File: config.mk
export PLATFORM = sky130hd
export DESIGN_NAME = mul_gen
export DESIGN_NICKNAME = d
export VERILOG_FILES = /design/src/rtl/mul_pkg.sv /design/src/rtl/mul_gen.sv
export SDC_FILE = /design/constraint.sdc
export NUM_CORES = 1
export LEC_CHECK = 0
export CAP_MARGIN = 40
export CORE_ASPECT_RATIO = 0.7
export CORE_MARGIN = 2
export CORE_UTILIZATION = 52
export CTS_BUF_LIST = sky130_fd_sc_hd__clkbuf_8 sky130_fd_sc_hd__clkbuf_16
export DETAILED_ROUTE_END_ITERATION = 16
export GPL_TIMING_DRIVEN = 0
export PLACE_DENSITY = 0.77
export SLEW_MARGIN = 20
export SYNTH_ARGS = -nofsm -noshare
export SYNTH_HDL_FRONTEND = slang
export SYNTH_SLANG_ARGS = --single-unit
export TNS_END_PERCENT = 20
File: constraint.sdc
create_clock -name clk_i -period 2.1 [get_ports clk_i]
set_input_delay 0.63 -clock clk_i [delete_from_list [all_inputs] [get_ports clk_i]]
set_output_delay 0.63 -clock clk_i [all_outputs]
set_load 0.05 [all_outputs]
File: src/rtl/mul_pkg.sv
// mul_pkg -- shared definitions for the mul_gen sequential multiplier.
//   state_t        : controller states (IDLE, CALC, DONE)
//   DEFAULT_WIDTH  : default operand width used by mul_gen
package mul_pkg;

    localparam int DEFAULT_WIDTH = 8;

    typedef enum logic [1:0] {
        ST_IDLE = 2'd0,
        ST_CALC = 2'd1,
        ST_DONE = 2'd2
    } state_t;

endpackage

File: src/rtl/mul_gen.sv
// mul_gen -- radix-2 shift-add multiplier, signed or unsigned, one
// multiplier bit per clock, LSB first. Operands are converted to
// magnitudes on accept and the product sign is reapplied at the end.
//
// Ports:
//   clk_i     in   1        clock, all state changes on the rising edge
//   rst_i     in   1        synchronous active-low reset
//   a_bi      in   WIDTH    multiplicand, sampled on an accepted start
//   b_bi      in   WIDTH    multiplier, sampled on an accepted start
//   signed_i  in   1        1 = two's-complement operands, 0 = unsigned
//   start_i   in   1        start request, accepted only in IDLE
//   busy_o    out  1        high while an operation is in progress
//   valid_o   out  1        one-cycle pulse when y_bo is updated
//   y_bo      out  2*WIDTH  registered product, held until next result
module mul_gen
    import mul_pkg::*;
#(
    parameter int WIDTH = DEFAULT_WIDTH,
    parameter int CNT_W = $clog2(WIDTH) + 1
) (
    input  logic                 clk_i,
    input  logic                 rst_i,
    input  logic [WIDTH-1:0]     a_bi,
    input  logic [WIDTH-1:0]     b_bi,
    input  logic                 signed_i,
    input  logic                 start_i,
    output logic                 busy_o,
    output logic                 valid_o,
    output logic [2*WIDTH-1:0]   y_bo
);

    localparam logic [CNT_W-1:0] CNT_ONE  = CNT_W'(1);
    localparam logic [CNT_W-1:0] CNT_LAST = CNT_W'(WIDTH);

    state_t                r_state;
    logic [2*WIDTH-1:0]    r_acc;
    logic [2*WIDTH-1:0]    r_mcand;
    logic [WIDTH-1:0]      r_mplier;
    logic                  r_neg;
    logic [CNT_W-1:0]      r_cnt;
    logic [2*WIDTH-1:0]    r_y;
    logic                  r_valid;

    logic [WIDTH-1:0]      w_a_mag;
    logic [WIDTH-1:0]      w_b_mag;
    logic [2*WIDTH-1:0]    w_sum;
    logic [2*WIDTH-1:0]    w_result;
    logic                  w_last;

    // Negating the most negative value wraps back to itself, which read
    // as unsigned is exactly 2^(WIDTH-1): the correct magnitude.
    assign w_a_mag  = (signed_i && a_bi[WIDTH-1]) ? -a_bi : a_bi;
    assign w_b_mag  = (signed_i && b_bi[WIDTH-1]) ? -b_bi : b_bi;

    assign w_sum    = r_mplier[0] ? (r_acc + r_mcand) : r_acc;
    assign w_result = r_neg ? -r_acc : r_acc;
    assign w_last   = (r_cnt == CNT_LAST);

    always_ff @(posedge clk_i) begin
        if (!rst_i) begin
            r_state  <= ST_IDLE;
            r_acc    <= '0;
            r_mcand  <= '0;
            r_mplier <= '0;
            r_neg    <= 1'b0;
            r_cnt    <= '0;
            r_y      <= '0;
            r_valid  <= 1'b0;
        end else begin
            r_valid <= 1'b0;
            case (r_state)
                ST_IDLE: begin
                    if (start_i) begin
                        r_mcand  <= {{WIDTH{1'b0}}, w_a_mag};
                        r_mplier <= w_b_mag;
                        r_neg    <= signed_i & (a_bi[WIDTH-1] ^ b_bi[WIDTH-1]);
                        r_acc    <= '0;
                        r_cnt    <= '0;
                        r_state  <= ST_CALC;
                    end
                end
                ST_CALC: begin
                    // WIDTH shift-add steps, then one step that applies the
                    // sign and publishes the result on entry to DONE, so
                    // y_bo/valid_o are visible during DONE itself.
                    if (w_last) begin
                        r_y     <= w_result;
                        r_valid <= 1'b1;
                        r_state <= ST_DONE;
                    end else begin
                        r_acc    <= w_sum;
                        r_mcand  <= r_mcand << 1;
                        r_mplier <= r_mplier >> 1;
                        r_cnt    <= r_cnt + CNT_ONE;
                    end
                end
                ST_DONE: begin
                    r_state <= ST_IDLE;
                end
                default: begin
                    r_state <= ST_IDLE;
                end
            endcase
        end
    end

    assign busy_o  = (r_state != ST_IDLE);
    assign valid_o = r_valid;
    assign y_bo    = r_y;

endmodule

==> flow_metrics.py <==
metrics = {
    "clock_network": {
        "clk_path_buf_depth": 2,
        "htree_levels": 3,
        "cts_root_buf": "clkbuf_8",
        "numCtsBuffers": 9,
        "cts_tree": "built",
        "cts_sinks": 64,
        "clk_latency_ps": 350,
        "clk_pin_slew_ps": 80,
    },
    "cells_and_area": {
        "drive_gt1_share_pct": 16.9,
        "fin_nets": 573,
        "syn2layout_area_growth_pct": 26.4,
        "fill_cells": 583,
        "multi_input_area_um2": 2590,
        "antennaDiodeCount": 0,
        "ff_latch_area_um2": 1310,
        "final_area_um2": 4860,
        "post-route-util_pct": 67.3,
    },
    "timing": {
        "hold_viol_final": 0,
        "skew_ps": 14.7,
        "post-route-min-period_ps": 2140,
        "fin_ws_ps": -36.4,
        "setup_viol": 2,
        "relSlewSlack_pct": 63.7,
        "tns_ps": -63.2,
        "drv_slew": 0,
        "rsz0062_at_grt": "yes",
        "tightestPinTransition_ps": 544,
        "finalCritPeriodShare_pct": 102,
        "max_freq_mhz": 468,
    },
    "worst_setup_path": {
        "worstPathMaxFanout": 5,
        "rr_worst_depth": 9,
        "cp.required_ps": 2380,
        "cp-start-kind": "primary input",
        "critPathKind": "primary input to flip-flop",
        "cp-end-kind": "flip-flop",
        "cp.arrival_ps": 2420,
    },
    "logic_synthesis": {
        "synth_area_leaders": "dfxtp_1 33%, ha_1 6.5%, nand2_1 5.4%",
        "synthCells": 471,
        "yosysWarnings": 0,
        "syn_avg_cell_area_um2": 8.17,
        "synthArstFlopShare_pct": 0,
        "netlist.area_leader.share_pct": 33.3,
        "synth_top_area_cell": "dfxtp_1",
        "ys_types": 57,
        "synth_edf_count": 0,
        "synth-seq-cells": 64,
        "synth_nets": 512,
        "synthFlopType": "dfxtp_1",
        "netlist_area_um2": 3850,
        "seq_area_frac_synth_pct": 33.3,
    },
    "placement": {
        "dpl-instance-area_um2": 4340,
        "hpwl_um": 6990,
        "place.gp.congestion": 0.928,
        "post-place-ws_ps": -469,
        "port_buffers": 37,
    },
    "pwr": {
        "ir_worst_vdd_uv": 419,
        "pwr-share-seq_pct": 45.0,
        "p_leak_nw": 2.03,
        "internal_power_mw": 2.08,
        "switching_share_pct": 26.7,
        "cellPowerDensity_nw_per_um2": 584,
        "share_comb_of_total_power_pct": 13.7,
        "power.net_switching_mw": 0.757,
        "clockPowerShare_pct": 41.3,
    },
    "detailed_routing": {
        "wl_per_cell_um": 15.1,
        "drtPass1Iterations": 4,
        "first_iter_violations": 228,
        "drc": 0,
        "num_vias": 3596,
        "wirelength_um": 9620,
        "ant_nets": 0,
        "vias_per_cell": 5.66,
    },
    "die": {
        "pin_count": 38,
        "die_w_um": 107,
        "fp.dieArea_um2": 8110,
        "num_rows": 26,
        "start_util_pct": 53.3,
        "die_h_um": 76.0,
        "core_um2": 7220,
    },
    "worst_hold_path": {
        "worstHoldPathType": "flip-flop to flip-flop",
        "hold_depth": 2,
    },
    "global_routing": {
        "grt_max_degree": 13,
        "grt-ovfl-total": 0,
        "grt_pass1_wl_um": 15600,
        "grt_pass1_vias": 3271,
        "track_usage_pct": 23.9,
        "antenna_found_initial": 0,
    },
    "run_status": {
        "status": "complete, but fails checks",
        "failed_checks": "setup timing",
    },
    "run": {
        "maxCapViolations": 0,
    },
}
[stage by stage]
| step | hold WS [ps] | instances | total power, mW |
|---|---|---|---|
| after detailed placement | 455 | 606 | 1.65 |
| after CTS | 463 | 629 | 2.82 |
| final | 458 | 635 | 2.84 |
| after global routing | 495 | 635 | 2.96 |
| after floorplan | 448 | 471 | 1.54 |
| after global placement | 454 | 606 | 1.65 |
[layer usage]
| layer | wire length, um | track usage, % | vias up |
|---|---|---|---|
| li1 | - | - | 1807 |
| met1 | 4650 | 35.1 | 1665 |
| met2 | 4330 | 35.5 | 113 |
| met3 | 550 | 5.34 | 11 |
| met4 | 82 | 5.45 | 0 |
| met5 | 0 | 0 | - |
[final timing paths]
path	from	endpoint	slack (ps)
max	start_i	r_acc[4]	-40
min	y_bo[15]	y_bo[15]	460
max reg2reg	r_acc[1]	r_acc[4]	-30
min reg2reg	y_bo[15]	y_bo[15]	460
[layout by cell type, fill, tap and decap left out, types with 5 or more instances in the layout]
cell type        netlist  final
clkbuf_8               0      9
clkdlybuf4s50_1        0     19
clkbuf_1              19     13
o211a_1                8      8
ha_1                  20     12
xnor2_1               23     22
o21ai_0               18     17
nand2_1               55     54
o31ai_1                6      6
a211oi_1              14     14
nand3_1               23     23
a21oi_1               30     28
buf_4                  0     14
nor2b_1               28     27
dfxtp_1               64     51
o21ai_1                7      7
a21boi_1               6      6
nor2_1                32     28
dfxtp_2                0      9
a21boi_0               5      5
and2_1                10     10
xor2_1                10     10
dlygate4sd2_1          0     16
a21o_1                 6      6
nor3_1                 7      7
inv_1                 16     13
o21a_1                 5      5
[sequential cells by signal, summed over array words and instances (netlist names)]
signal / count
r_acc: 16
r_mcand: 16
y_bo: 16
r_mplier: 8
r_cnt: 4
r_state: 2
r_neg: 1
valid_o: 1
[cell type report]
cell class              instances  share of cell area (%)
plain buffers                  20                    1.83
clock buffers                   9                    2.55
clock inverters                 7                    1.98
inverters                      16                    1.29
multi-input cells             369                    53.3
flip-flops and latches         64                    26.9
well taps                      98                    2.52
repair buffers                 52                    9.68
[synth_stat cells (all sizes together) (4+ instances only)]
library cell / n
a21o: 6
o21a: 5
nand2: 55
nor2b: 28
and2: 10
inv: 16
clkbuf: 19
xnor2: 23
nor2: 32
a21oi: 31
xor2: 10
nor3: 7
a21boi: 11
a22oi: 4
o211a: 8
a211oi: 16
o21ai: 25
o31ai: 9
nand3: 23
ha: 20
dfxtp: 64
[timing repair]
item | 4_1_cts | 5_1_grt
hold buffers | 0 | 0
pin swaps | 8 | 16
gates resized for setup | 36 | 46
setup buffers | 8 | 7
setup endpoints to repair | 49 | 46
[cell families after synthesis]
family / Yosys count / share of synthesized area (%)
compound gates: 137 / 25.1
xor+xnor: 33 / 7.51
fa+ha+maj: 21 / 7.03
buf+inv: 38 / 3.97
flops: 64 / 33.3
mux: 3 / 0.781
simple gates: 175 / 22.3
[worst max-delay path, cell delays in order]
cell	delay (ps)
clkdlybuf4s50_1	540
nor2_1	110
a211oi_4	360
a21oi_2	150
a2111oi_0	400
a21oi_1	100
nor2b_1	140
[power by group through the flow]
stage / Combinational (mW) / Clock, mW / Sequential (mW)
final: 0.388 / 1.17 / 1.28
after global routing: 0.427 / 1.25 / 1.28
after CTS: 0.359 / 1.19 / 1.27
after detailed placement: 0.350 / 0 / 1.30
after global placement: 0.342 / 0 / 1.30
after floorplan: 0.242 / 0 / 1.30
(Power assumes the default switching activity.)
